### src/rtl/sseg_scan_driver.sv
// Four-digit multiplexed seven-segment driver with anode dead time,
// frame-synchronous double-buffered value loading and leading-zero blanking.
module sseg_scan_driver #(
    parameter int DEADTIME = 4,
    parameter bit LZ_EN    = 1'b1
) (
    input  logic        clk,
    input  logic        rst_n,
    input  logic [1:0]  anode_index,
    input  logic        load_valid,
    output logic        load_ready,
    input  logic [15:0] load_data,
    input  logic [3:0]  load_dp,
    input  logic        blank_lz,
    output logic [3:0]  an,
    output logic [6:0]  seg,
    output logic        dp
);

    localparam int            CW       = (DEADTIME > 0) ? $clog2(DEADTIME + 1) : 1;
    localparam logic [CW-1:0] CNT_INIT = CW'(DEADTIME);

    typedef enum logic {
        BLANK = 1'b0,
        DRIVE = 1'b1
    } state_t;

    state_t        state_q, state_d;
    logic [CW-1:0] cnt_q, cnt_d;
    logic [1:0]    idx_q;

    logic [15:0]   shadow_data_q, active_data_q, active_data_d;
    logic [3:0]    shadow_dp_q, active_dp_q, active_dp_d;
    logic          pending_q;

    logic          change, boundary, accept, show;
    logic [3:0]    nibble, nib_zero;
    logic          dp_bit, lz_hit;
    logic [3:0]    an_d;
    logic [6:0]    seg_d;
    logic          dp_d;

    function automatic logic [6:0] hex_to_seg(input logic [3:0] v);
        logic [6:0] s;
        case (v)
            4'h0:    s = 7'b1000000;
            4'h1:    s = 7'b1111001;
            4'h2:    s = 7'b0100100;
            4'h3:    s = 7'b0110000;
            4'h4:    s = 7'b0011001;
            4'h5:    s = 7'b0010010;
            4'h6:    s = 7'b0000010;
            4'h7:    s = 7'b1111000;
            4'h8:    s = 7'b0000000;
            4'h9:    s = 7'b0010000;
            4'hA:    s = 7'b0001000;
            4'hB:    s = 7'b0000011;
            4'hC:    s = 7'b1000110;
            4'hD:    s = 7'b0100001;
            4'hE:    s = 7'b0000110;
            default: s = 7'b0001110;
        endcase
        return s;
    endfunction

    assign change     = (anode_index != idx_q);
    assign boundary   = change && (idx_q == 2'd0) && (anode_index == 2'd3);
    assign load_ready = !pending_q;
    assign accept     = load_valid && !pending_q;

    always_ff @(posedge clk or negedge rst_n) begin
        if (!rst_n) begin
            state_q <= BLANK;
            cnt_q   <= CNT_INIT;
            idx_q   <= 2'b11;
        end else begin
            state_q <= state_d;
            cnt_q   <= cnt_d;
            idx_q   <= anode_index;
        end
    end

    always_comb begin
        state_d = state_q;
        cnt_d   = cnt_q;
        if (change) begin
            state_d = BLANK;
            cnt_d   = CNT_INIT;
        end else if (state_q == BLANK) begin
            if (cnt_q == '0) begin
                state_d = DRIVE;
            end else begin
                cnt_d = cnt_q - CW'(1);
            end
        end
    end

    // Shadow is only written while free, so a transfer and a new accept never collide.
    always_ff @(posedge clk or negedge rst_n) begin
        if (!rst_n) begin
            shadow_data_q <= '0;
            shadow_dp_q   <= '0;
            active_data_q <= '0;
            active_dp_q   <= '0;
            pending_q     <= 1'b0;
        end else begin
            active_data_q <= active_data_d;
            active_dp_q   <= active_dp_d;
            if (boundary && pending_q) begin
                pending_q <= 1'b0;
            end
            if (accept) begin
                shadow_data_q <= load_data;
                shadow_dp_q   <= load_dp;
                pending_q     <= 1'b1;
            end
        end
    end

    always_comb begin
        active_data_d = active_data_q;
        active_dp_d   = active_dp_q;
        if (boundary && pending_q) begin
            active_data_d = shadow_data_q;
            active_dp_d   = shadow_dp_q;
        end
    end

    // Outputs are computed from next-cycle values so the registered pins line up with the FSM,
    // lighting the digit as soon as the dead-time count has run out.
    always_comb begin
        show   = (state_d == DRIVE) || (cnt_d == '0);
        nibble = active_data_d[{anode_index, 2'b00} +: 4];
        dp_bit = active_dp_d[anode_index];
        for (int i = 0; i < 4; i++) begin
            nib_zero[i] = (active_data_d[4*i +: 4] == 4'h0);
        end
        case (anode_index)
            2'd3:    lz_hit = nib_zero[3];
            2'd2:    lz_hit = &nib_zero[3:2];
            2'd1:    lz_hit = &nib_zero[3:1];
            default: lz_hit = 1'b0;
        endcase
        an_d  = 4'hF;
        seg_d = 7'h7F;
        dp_d  = 1'b1;
        if (show) begin
            an_d[anode_index] = 1'b0;
            seg_d = (LZ_EN && blank_lz && lz_hit) ? 7'h7F : hex_to_seg(nibble);
            dp_d  = ~dp_bit;
        end
    end

    always_ff @(posedge clk or negedge rst_n) begin
        if (!rst_n) begin
            an  <= 4'hF;
            seg <= 7'h7F;
            dp  <= 1'b1;
        end else begin
            an  <= an_d;
            seg <= seg_d;
            dp  <= dp_d;
        end
    end

endmodule

### config.mk
export PLATFORM = sky130hd
export DESIGN_NAME = sseg_scan_driver
export DESIGN_NICKNAME = d
export VERILOG_FILES = /design/src/rtl/sseg_scan_driver.sv
export SDC_FILE = /design/constraint.sdc
export NUM_CORES = 1
export LEC_CHECK = 0
export ABC_AREA = 1
export CORE_ASPECT_RATIO = 2
export CORE_MARGIN = 5
export CORE_UTILIZATION = 30
export CTS_CLUSTER_DIAMETER = 80
export DETAILED_ROUTE_END_ITERATION = 7
export PLACE_DENSITY = 0.48
export SLEW_MARGIN = 20
export SYNTH_ARGS = -nofsm -noshare
export SYNTH_HDL_FRONTEND = slang
export SYNTH_SLANG_ARGS = --single-unit
### constraint.sdc
create_clock -name clk -period 1.75 [get_ports clk]
set_input_delay 0.2625 -clock clk [delete_from_list [all_inputs] [get_ports clk]]
set_output_delay 0.2625 -clock clk [all_outputs]
set_load 0.005 [all_outputs]
Word-level counts from Yosys, hierarchy flattened
Memories as Yosys holds them, arrays and structs flattened. Cells that the tools add are included.

Memories: 1. Word-level logic and storage cells: 58. Bits in read-only memories: 112. Register bits: 59. Input port bits: 26. Output and inout bits: 13.

Memory list: (no name shown) (depth 16, bits a word 7, read ports 1, clocked after Yosys merged registers in 0, wr ports 0, RTL line 45) `case (v)`.

Shifts and indexed selects: 1. $add $sub $neg: 1. Equality and inequality tests: 4. Muxes and demuxes: 19. Bitwise gates (word level): 2. $lt $le $gt $ge: 2. Reduce and logical (&&, ||, !) cells: 17.

Operators by type and width (number): 16-bit two-way mux (1); 16-bit by 5-bit indexed part select with 4-bit output (1); 7-bit two-way mux (2); 4-bit zero test (3); 3-bit two-way mux (3); 1-bit two-way mux (8); 4-bit two-way mux (2); 1-bit logical AND (6); 3-bit zero test (2); 2-bit == test (second input constant) (2); 4-bit NOT (1); 2-bit by 3-bit < comparator with 1-bit output (second input constant) (1); 1-bit case mux with 3 select lines (1); 3-bit AND reduction (1); 3-bit by 1-bit subtractor with 3-bit output (second input constant) (1); 1-bit binary-select mux with 2-bit select (1); 1-bit demux with 2-bit select (1); 2-bit by 1-bit == test with 1-bit output (second input constant) (1); 2-bit by 1-bit greater-or-equal comparator with 1-bit output (second input constant) (1); 2-bit zero test (1); 2-bit != test (1); 2-bit AND reduction (1); 2-bit nonzero test (1); 1-bit zero test (1); other kinds (2) (2).

Depth between registers and ports, before layout
Depth after elaboration: 11. Mapped depth: 15. Gate-level depth less buffers: 15.

Worst setup path before layout
Ideal clock, no wire load.

Path kind: register -> register. Start point: register idx_q[0]. End point: register seg[5]. Buffers on the path: 1. Cell stages (with the launch flop): 16. Arrival time: 1.815 ns. Data required time: 1.672 ns. Setup slack: -0.143 ns. Period minus slack after synthesis: 1.893 ns. Library setup time: 0.078 ns. Cell sequence: dfstp_2 -> inv_1 -> nand3_2 -> nor2_4 -> buf_6 -> nand2_1 -> nand2_2 -> nand2_1 -> nand2_1 -> nor2_4 -> inv_1 -> ha_1 -> nand2_2 -> o21ai_0 -> nand2_1 -> nand2_1.

Cells in the longest elaborated chain, start to end: 11. Elaborated cells on any way between the ends: 21.

RTL lines: from (decl) (RTL line 30) `logic [1:0] idx_q;`; from (signal assigned) (RTL line 79) `idx_q <= anode_index;`; 2-bit != test or 2-bit zero test (tied branches) (RTL line 66, 67); 1-bit logical AND (*) (2 in a row) (RTL line 67) `assign boundary = change && (idx_q == 2'd0) && (anode_index == 2'd3);`; 1-bit logical AND (*) (RTL line 123) `if (boundary && pending_q) begin`; 16-bit two-way mux (*) (RTL line 123); named net active_data_d[5] (RTL line 32) `logic [15:0] shadow_data_q, active_data_q, active_data_d;`; parallel branches: the longest is 4 deep, another holds memory read 16 x 7 bit; 7-bit two-way mux (*) (RTL line 149) `seg_d = (LZ_EN && blank_lz && lz_hit) ? 7'h7F : hex_to_seg(nibble);`; 7-bit two-way mux (*) (RTL line 147) `if (show) begin`; named net seg_d[5] (RTL line 40) `logic [6:0] seg_d;`; to (signal assigned) (RTL line 161) `seg <= seg_d;`; to (decl) (RTL line 16) `output logic [6:0] seg,`.

Mark *: on every way through the listed nets, which the timed path passes. A chain may end at the register's enable or synchronous reset.

Final worst setup path
Start point: register idx_q[0]. End point: register seg[3].

Cells in the longest elaborated chain, start to end: 11. Elaborated cells on any way between the ends: 21.

RTL lines (RTL line): parallel branches: the longest is 10 deep, another holds memory read 16 x 7 bit; 7-bit two-way mux (*) (147); named net seg_d[3] (40).

Marked as above.

==> results.md <==
- Status: finished with violations
- Failing checks: negative setup slack
- Share of cells above drive strength 1: 0.415
- Final setup margin: -0.272 ns
- Setup-failing EPs final: 7
- Total wire length: 7.08 mm
- Clk sink count: 59
- Detailed Route Iter0 Violations: 36
- Area of the multi-input gates: 1430 sq um
- Die Ht: 150 um
- Post-placement cell area: 3890 sq um
- CTS tree: yes
- Post-DR wirelength/cell: 12.5 um
- Max-cap viol count: 0
- Req. time, crit path: 2.02 ns
- CP arrival: 2.30 ns
- Hold WC Path Type: input pin to register
- Post-Route Utilization: 0.463
- Logic gate share of total power: 0.396
- CP max FO: 5
- Static Leakage: 2.14 nW
- Layout fillers: 977
- Setup TNS: -1.64 ns
- Worst skew pair latency: 0.33 ns
- Post-Synthesis Cell Area: 2960 sq um
- Switching portion of total power: 0.333
- Die Area: 12100 sq um
- Slew HR: 0.674
- Clock Path Buffers: 2
- Yosys cell types: 29
- VDD IR max: 0.624 mV
- Internal: 4.25 mW
- Die width: 80.2 um
- Sequential share of power: 0.329
- Ant diodes: 0
- Grt ovf: 0
- Reg2reg start: idx_q[0]
- Vias per cell: 4.21
- WS Path Type: register to register
- Synth warn: 0
- IO Count: 39
- Fmax: 0.495 GHz
- DRC: 0
- Fin cells: 566
- Rows: 51
- Vias in the first global route: 2398
- Initial Util: 0.305
- Final max-slew violation count: 0
- ANT nets after route: 0
- Total iterations of the first detailed-routing run: 4
- Hold_sp: anode_index[0]
- FF+latch area: 1500 sq um
- Initial antenna violation count: 0
- DP Wirelength: 5.23 mm
- GR Util All Layers: 0.125
- RSZ-0062 raised after global routing: yes
- Mapped Cells: 325
- First-pass GRT wire length: 11.3 mm
- Clock share of power: 0.275
- Synth Register Bits: 59
- Final net count: 464
- Root Driver: clkbuf_16
- Mapped Avg Cell Area: 9.09 sq um
- Vias: 2383
- Pin count of the biggest net entering global routing: 31
- Input/output buffers: 38
- Clk slew on worst S/H paths: 0.05 ns
- P per Cell Area: 1420 nW/um^2
- Net Sw Power: 2.12 mW
- Area delta synth->final: 51.9%
- Critical Path End Type: register
- Final Hold Viols: 0
- Crit path launch type: register
- Non-Filler Cell Area, Final: 4490 sq um
- Core ar.: 9700 sq um
- Net Count, Synth: 360
- Crit path launch: idx_q[0]
- GP Congestion: 0.779
- Slew @ Worst Pin: 0.489 ns
- Final min period: 2.02 ns
- Cts bufs inserted: 9
- Crit share post-route: 1.16
- Placed cell count: 537
- Max Clock Skew: 0.00647 ns
- CTS HTree Levels: 3
- Post-synthesis sequential area ratio: 0.506
[cells in the mapped netlist (all sizes together)]
library cell  number  area [sq um]
inv               45           169
clkbuf             3          11.3
a21oi             10          50.1
mux2i              3          30.0
buf                3          33.8
o21ai              9          52.6
nor3               2          15.0
xor2               1          8.76
ha                 9           113
dfrtp             44          1100
and2               3          18.8
mux2              11           124
dfstp             15           394
nor2              37           198
o21bai             1          7.51
nand2            105           454
nand3             22           163
nand4              2          12.5
[cell usage in the layout, fill, tap and decap left out, types with 7 or more instances in the layout]
master / n
nand3_1: 8
dfstp_2: 15
nor2_1: 26
dfrtp_1: 44
nand2_2: 27
buf_4: 49
mux2_2: 11
inv_2: 9
inv_1: 34
nor2_4: 7
clkbuf_16: 10
a21oi_1: 10
nand2_1: 73
nand3_2: 12
clkdlybuf4s50_1: 34
[sequential cells by signal (all words and copies together) (netlist names)]
| register | count |
|---|---|
| active_data_q | 16 |
| an | 4 |
| shadow_data_q | 16 |
| shadow_dp_q | 4 |
| pending_q | 1 |
| seg | 7 |
| active_dp_q | 4 |
| idx_q | 2 |
| cnt_q | 3 |
| dp | 1 |
| state_q | 1 |
[routing by layer]
layer	GRT usage	part of all wire	up-vias	routed length, um
met4	0.0719	0.025	0	176
li1	-	-	1209	-
met3	0.0234	0.032	11	229
met5	0	0	-	0
met1	0.129	0.36	1126	2560
met2	0.230	0.58	37	4110
[critical path, cell delays in order (launching register included)]
cell and delay [ns]:
dfstp_2 0.37, inv_2 0.07, nand3_4 0.07, nor2_4 0.20, buf_12 0.14, buf_6 0.10
nand2_2 0.05, nand2_2 0.08, o21ai_4 0.06, nor2_4 0.26, ha_4 0.26, inv_2 0.05
nand2_2 0.06, nand3_1 0.08, nand2_1 0.06, nand2_1 0.06
[layout make-up]
type | instances | share of cell area
inverter | 45 | 0.0387
sequential | 59 | 0.333
multi-input combinational | 215 | 0.319
clock buffer | 12 | 0.0549
timing repair buffer | 99 | 0.206
clock inverter | 4 | 0.0111
tap | 132 | 0.0368
[per-stage QoR]
step	hold WS, ns	worst slack, ns	power, mW
2_1_floorplan	-0.0331	-0.0942	3.40
3_3_place_gp	0.255	-0.614	4.24
3_5_place_dp	0.255	-0.652	4.28
4_1_cts	0.243	-0.198	6.18
5_1_grt	0.249	-0.369	6.81
6_report	0.248	-0.272	6.38
[power by group through the flow]
stage	clock network, mW	logic [mW]	registers, mW
3_5_place_dp	0	2.16	2.12
5_1_grt	1.85	2.81	2.15
4_1_cts	1.80	2.28	2.10
6_report	1.75	2.52	2.10
2_1_floorplan	0	1.33	2.08
3_3_place_gp	0	2.13	2.10
[kinds of logic (layout without fill, tap and decap cells)]
| group | Yosys count | in the layout | synth area share |
|---|---|---|---|
| buffers and inverters | 51 | 160 | 0.0724 |
| adders and majority gates | 9 | 9 | 0.0381 |
| AOI/OAI and AO/OA | 20 | 20 | 0.0373 |
| muxes | 14 | 14 | 0.0521 |
| DFF | 59 | 59 | 0.506 |
| xor gates and xnor gates | 1 | 1 | 0.00296 |
| and+or+nand+nor | 171 | 171 | 0.291 |
[worst paths after layout]
check                                    to  slack [ns]  depth (start not counted)
max reg2reg                          seg[3]       -0.27                         15
max in group asynchronous                dp        0.76                          3
max                                  seg[3]       -0.27                         15
min reg2reg                active_data_q[0]        0.48                          2
min in group asynchronous  shadow_data_q[7]        0.43                          2
min                                idx_q[0]        0.25                          1
[timing repair]
action / 4_1_cts / 5_1_grt
hold buffers: 1 / 0
buffers inserted: 6 / 6
endpoints found under the hold margin: 5 / 0
pin swaps: 5 / 23
gates resized for setup: 18 / 35
gates cloned: 0 / 1
setup endpoints to repair: 10 / 12
No activity file was read; power rests on OpenSTA's default activity.
